### config.mk
export PLATFORM = sky130hd
export DESIGN_NAME = screen_write_arbiter
export DESIGN_NICKNAME = d
export VERILOG_FILES = /design/src/rtl/screen_pkg.sv /design/src/rtl/screen_char_ram.sv /design/src/rtl/screen_write_arbiter.sv
export SDC_FILE = /design/constraint.sdc
export NUM_CORES = 1
export LEC_CHECK = 0
export ABC_AREA = 1
export BUFFER_PORTS_ARGS = -buffer_cell sky130_fd_sc_hd__buf_2
export CORE_MARGIN = 1
export CORE_UTILIZATION = 40
export CTS_BUF_LIST = sky130_fd_sc_hd__clkbuf_2 sky130_fd_sc_hd__clkbuf_4 sky130_fd_sc_hd__clkbuf_8
export CTS_CLUSTER_DIAMETER = 50
export DETAILED_ROUTE_END_ITERATION = 10
export PLACE_DENSITY = 0.52
export SLEW_MARGIN = 20
export SYNTH_ARGS = -nofsm -noshare
export SYNTH_HDL_FRONTEND = slang
export SYNTH_SLANG_ARGS = --single-unit
### constraint.sdc
create_clock -name clk -period 10.9 [get_ports clk]
set_input_delay 2.18 -clock clk [delete_from_list [all_inputs] [get_ports clk]]
set_output_delay 2.18 -clock clk [all_outputs]
set_load 0.01 [all_outputs]
### src/rtl/screen_pkg.sv
// Shared geometry defaults, terminal control codes and FSM encoding for the screen buffer.
package screen_pkg;

    localparam int DEF_COLS = 16;
    localparam int DEF_ROWS = 4;

    localparam logic [7:0] ASCII_BS    = 8'h08;
    localparam logic [7:0] ASCII_LF    = 8'h0A;
    localparam logic [7:0] ASCII_FF    = 8'h0C;
    localparam logic [7:0] ASCII_CR    = 8'h0D;
    localparam logic [7:0] ASCII_SPACE = 8'h20;
    localparam logic [7:0] ASCII_TILDE = 8'h7E;

    typedef enum logic {
        ST_CLEAR = 1'b0,
        ST_IDLE  = 1'b1
    } state_t;

endpackage

### src/rtl/screen_char_ram.sv
// Character store: one write port, registered read port (1-cycle latency, read-before-write).
// No backpressure; the caller guarantees at most one write per cycle.
module screen_char_ram #(
    parameter int DEPTH = 64,
    parameter int AW    = $clog2(DEPTH)
) (
    input  logic          clk,
    input  logic          rst,
    input  logic          we,
    input  logic [AW-1:0] wrAddr,
    input  logic [7:0]    wrData,
    input  logic [AW-1:0] rdAddr,
    output logic [7:0]    rdData
);

    logic [7:0] mem [DEPTH];

    always_ff @(posedge clk) begin
        if (we) begin
            mem[wrAddr] <= wrData;
        end
    end

    // Only the output register is reset; the array itself is cleared by the arbiter's sweep.
    always_ff @(posedge clk) begin
        if (rst) begin
            rdData <= 8'h00;
        end else begin
            rdData <= mem[rdAddr];
        end
    end

endmodule

### src/rtl/screen_write_arbiter.sv
// Screen buffer owner: CPU > clear sweep > UART terminal stream on one write port; reads 1-cycle latency.
// CPU writes are never stalled; the UART is held off (uart_ready low) during clears and CPU write cycles.
module screen_write_arbiter
    import screen_pkg::*;
#(
    parameter int          COLS      = DEF_COLS,
    parameter int          ROWS      = DEF_ROWS,
    parameter logic [7:0]  FILL_CHAR = ASCII_SPACE,
    localparam int         DEPTH     = COLS * ROWS,
    localparam int         AW        = $clog2(DEPTH),
    localparam int         CW        = $clog2(COLS)
) (
    input  logic          clk,
    input  logic          rst,
    input  logic          cpu_we,
    input  logic [AW-1:0] cpu_index,
    input  logic [7:0]    cpu_char,
    input  logic          uart_valid,
    input  logic [7:0]    uart_byte,
    output logic          uart_ready,
    input  logic [AW-1:0] rd_addr,
    output logic [7:0]    rd_char,
    output logic          clr_busy,
    output logic [AW-1:0] cursor
);

    state_t        state, nextState;
    logic [AW-1:0] clrPtr, nextPtr;
    logic [AW-1:0] nextCursor;
    logic          ramWe;
    logic [AW-1:0] ramAddr;
    logic [7:0]    ramData;

    assign uart_ready = (state == ST_IDLE) && !cpu_we;
    assign clr_busy   = (state == ST_CLEAR);

    always_ff @(posedge clk) begin
        if (rst) begin
            state  <= ST_CLEAR;
            clrPtr <= '0;
            cursor <= '0;
        end else begin
            state  <= nextState;
            clrPtr <= nextPtr;
            cursor <= nextCursor;
        end
    end

    always_comb begin
        nextState  = state;
        nextPtr    = clrPtr;
        nextCursor = cursor;
        ramWe      = 1'b0;
        ramAddr    = '0;
        ramData    = 8'h00;

        if (cpu_we) begin
            // CPU steals the port; during a clear the sweep pointer simply holds.
            ramWe   = 1'b1;
            ramAddr = cpu_index;
            ramData = cpu_char;
        end else if (state == ST_CLEAR) begin
            ramWe   = 1'b1;
            ramAddr = clrPtr;
            ramData = FILL_CHAR;
            if (clrPtr == AW'(DEPTH - 1)) begin
                nextState = ST_IDLE;
                nextPtr   = '0;
            end else begin
                nextPtr = clrPtr + 1'b1;
            end
        end else if (uart_valid) begin
            if (uart_byte >= ASCII_SPACE && uart_byte <= ASCII_TILDE) begin
                ramWe      = 1'b1;
                ramAddr    = cursor;
                ramData    = uart_byte;
                nextCursor = cursor + 1'b1;
            end else begin
                case (uart_byte)
                    ASCII_CR: nextCursor = {cursor[AW-1:CW], {CW{1'b0}}};
                    ASCII_LF: nextCursor = cursor + AW'(COLS);
                    ASCII_BS: begin
                        if (cursor[CW-1:0] != '0) begin
                            nextCursor = cursor - 1'b1;
                        end
                    end
                    ASCII_FF: begin
                        nextCursor = '0;
                        nextPtr    = '0;
                        nextState  = ST_CLEAR;
                    end
                    default: ;
                endcase
            end
        end
    end

    screen_char_ram #(
        .DEPTH (DEPTH),
        .AW    (AW)
    ) u_ram (
        .clk    (clk),
        .rst    (rst),
        .we     (ramWe && !rst),
        .wrAddr (ramAddr),
        .wrData (ramData),
        .rdAddr (rd_addr),
        .rdData (rd_char)
    );

endmodule

==> metrics.yaml <==
status: "complete, no violations"
p_switching_mw: 1.01
port_buffers: 47
regArea_mm2: 0.0158
avgViaCountPerCell: 5.24
power.density_mw_per_mm2: 174
coreArea_mm2: 0.0551
max_cap_viol_count: 0
globalplace.congestion: 0.821
grt_max_degree: 195
worstPathArrival_ns: 3.06
clkTransAtPathRegs_ns: 0.05
setup_tns_ns: 0
min_period_ns: 5.24
slew_headroom: 0.318
rrSetupSlack_ns: 7.88
tightest_slew_ns: 1.02
power_switching_share: 0.233
ys_types: 34
rows: 86
nets: 2091
ant_nets: 0
seqPwrFrac: 0.520
grt-ovfl-total: 0
min-delay-start: "clrPtr[1]"
drc_errors: 0
critPathLaunchType: "input pin"
dp_hpwl_um: 33700
r2r-start: "state"
p_comb_frac: 0.065
die_h_um: 238
slew_viol_final: 0
vias: 15049
worstHoldEndpoint: "clrPtr[1]"
p_leak_nw: 9.13
htreeDepth: 3
numCtsBuffers: 90
antenna_found_initial: 6
cts_hold_buf: 0
min_path_type: "register to register"
grt_use_total: 0.217
wl_per_cell_um: 21.1
multi_input_area_mm2: 0.00603
cp_data_required_time_ns: 8.72
ir_drop_uv: 69.3
ys.flop_type: "edfxtp_1"
syn_inst: 2019
die-area_mm2: 0.0568
initial_utilization: 0.405
grt_setup_unrepaired: "no"
ys_warn_count: 0
max_freq_mhz: 191
ys_seq_area_frac: 0.707
setup_viol: 0
cts_sinks: 533
p_int_mw: 3.34
syn_area_per_cell_um2: 11.1
hold_viol: 0
dieWidth_um: 238
r2r.worst_path.cells: 6
cp_max_fo: 21
cts_resized: 0
setup.worst_path.start: "cpu_we"
min_period_over_period: 0.481
rr_endpoint: "u_ram.mem[62][7]"
synth_area_mm2: 0.0223
drive_above_1_share: 0.112
grt_pass1_wl_um: 91800
cts_root_buf: "clkbuf_8"
hold_depth: 2
routed_wl_um: 60400
post-cts-setup-buffers: 0
grt_pass1_vias: 14585
path_class: "input pin to output pin"
drt_first_pass_iters: 5
async_reset_ff_frac: 0
crit_path_end_kind: "output pin"
syn-num-nets: 2055
synth_edf_count: 512
synth_seq_cells: 533
ios: 48
skew_ns: 0.0309
fill_cells: 5214
drtIter0Drc: 1181
cts_tree: "built"
clockBufferDepth: 3
clk_latency_ns: 0.67
area_growth_pct: 12.3
clockPowerShare: 0.415
total_power_mw: 4.36
==> final cells by class <==
class / count / area share
inverter: 40 / 0.00678
timing repair buffer: 58 / 0.0131
clock buffer: 139 / 0.0685
antenna: 1 / 0.0000997
multi-input combinational: 1332 / 0.240
clock inverter: 19 / 0.00424
sequential: 533 / 0.630
tap: 748 / 0.0373
==> flip-flops by register name, indices dropped and copies added (netlist names) <==
register	cells
cursor	6
state	1
clrPtr	6
u_ram.rdData	8
u_ram.mem	512
==> how the worst max path moves through the flow <==
| stage | endpoint | slack (ns) | cells past startpoint |
|---|---|---|---|
| 6_report | uart_ready | 5.66 | 3 |
| 5_1_grt | uart_ready | 5.61 | 3 |
| 4_1_cts | uart_ready | 5.66 | 3 |
| 3_5_place_dp | u_ram.rdData[2] | 5.53 | 11 |
| 3_3_place_gp | u_ram.rdData[2] | 5.52 | 11 |
| 2_1_floorplan | u_ram.mem[0][5] | 5.94 | 6 |
==> cell usage in the layout (no fill, tap or decap), drive strengths merged, types with 2 or more instances in the layout <==
| cell | synthesis | layout |
|---|---|---|
| nand2 | 701 | 701 |
| edfxtp | 512 | 512 |
| nand3 | 450 | 450 |
| clkbuf | 76 | 140 |
| nor2 | 97 | 97 |
| buf | 38 | 57 |
| inv | 40 | 39 |
| a21oi | 29 | 29 |
| dfxtp | 21 | 21 |
| clkinv | 0 | 18 |
| o21ai | 11 | 11 |
| nand4 | 11 | 11 |
| a32o | 6 | 6 |
| nor3 | 6 | 6 |
| a22oi | 4 | 4 |
| xor2 | 4 | 4 |
| ha | 4 | 4 |
| o22ai | 3 | 3 |
| a211oi | 2 | 2 |
| xnor2 | 2 | 2 |
==> worst max-delay path, cell delays in order <==
cell    delay [ns]
buf_2         0.25
nor2_4        0.42
buf_2         0.21
==> synthesized netlist by cell type, types with 4 or more instances <==
cell / instances / area (um2)
xor2_1: 4 / 35.0
a32o_1: 6 / 60.1
a21oi_1: 28 / 140
a22oi_1: 4 / 30.0
clkbuf_1: 76 / 285
edfxtp_1: 512 / 15400
nand2_1: 696 / 2610
ha_1: 4 / 50.1
nor3_1: 6 / 30.0
buf_1: 30 / 113
nor2_1: 94 / 353
buf_2: 8 / 40.0
inv_1: 36 / 135
nand4_1: 5 / 31.3
dfxtp_1: 21 / 420
nand2_2: 4 / 25.0
nand3_1: 447 / 2240
nand4_4: 6 / 128
o21ai_0: 9 / 45.0
==> power groups by stage <==
stage | logic (mW) | registers (mW) | clock network (mW)
finish | 0.282 | 2.27 | 1.81
global route | 0.311 | 2.27 | 1.93
CTS | 0.285 | 2.27 | 1.84
detailed placement | 0.284 | 2.31 | 0
global placement | 0.282 | 2.31 | 0
floorplan | 0.173 | 2.31 | 0
==> cells by family (layout without fill, tap and decap cells) <==
kind of cell    Yosys count  after routing  share of synthesized area
buf+inv                 154            256                     0.0264
other cells               0              1                          0
fa+ha+maj                 4              4                    0.00224
flops                   533            533                      0.707
simple gates           1267           1267                      0.246
compound gates           55             55                     0.0155
xor+xnor                  6              6                    0.00235
==> metrics by stage <==
stage / hold WS (ns) / util / setup slack (ns) / area, um2 / std cells
2_1_floorplan: 0.465 / - / 5.94 / 22300 / 2019
6_report: 0.513 / 0.455 / 5.66 / 25100 / 2870
3_3_place_gp: 0.493 / 0.422 / 5.52 / 23300 / 2711
5_1_grt: 0.543 / 0.455 / 5.61 / 25100 / 2869
3_5_place_dp: 0.504 / 0.422 / 5.53 / 23300 / 2711
4_1_cts: 0.511 / 0.455 / 5.66 / 25100 / 2869
==> metal layers <==
layer | share of wire | global-route usage | wire length, um | up-vias
met5 | 0.00023 | 0 | 14 | -
met4 | 0.029 | 0.0841 | 1760 | 4
met3 | 0.070 | 0.0489 | 4250 | 104
met2 | 0.45 | 0.326 | 27000 | 501
met1 | 0.45 | 0.306 | 27400 | 7307
li1 | - | - | - | 7133
No activity file was read; power rests on OpenSTA's default activity.
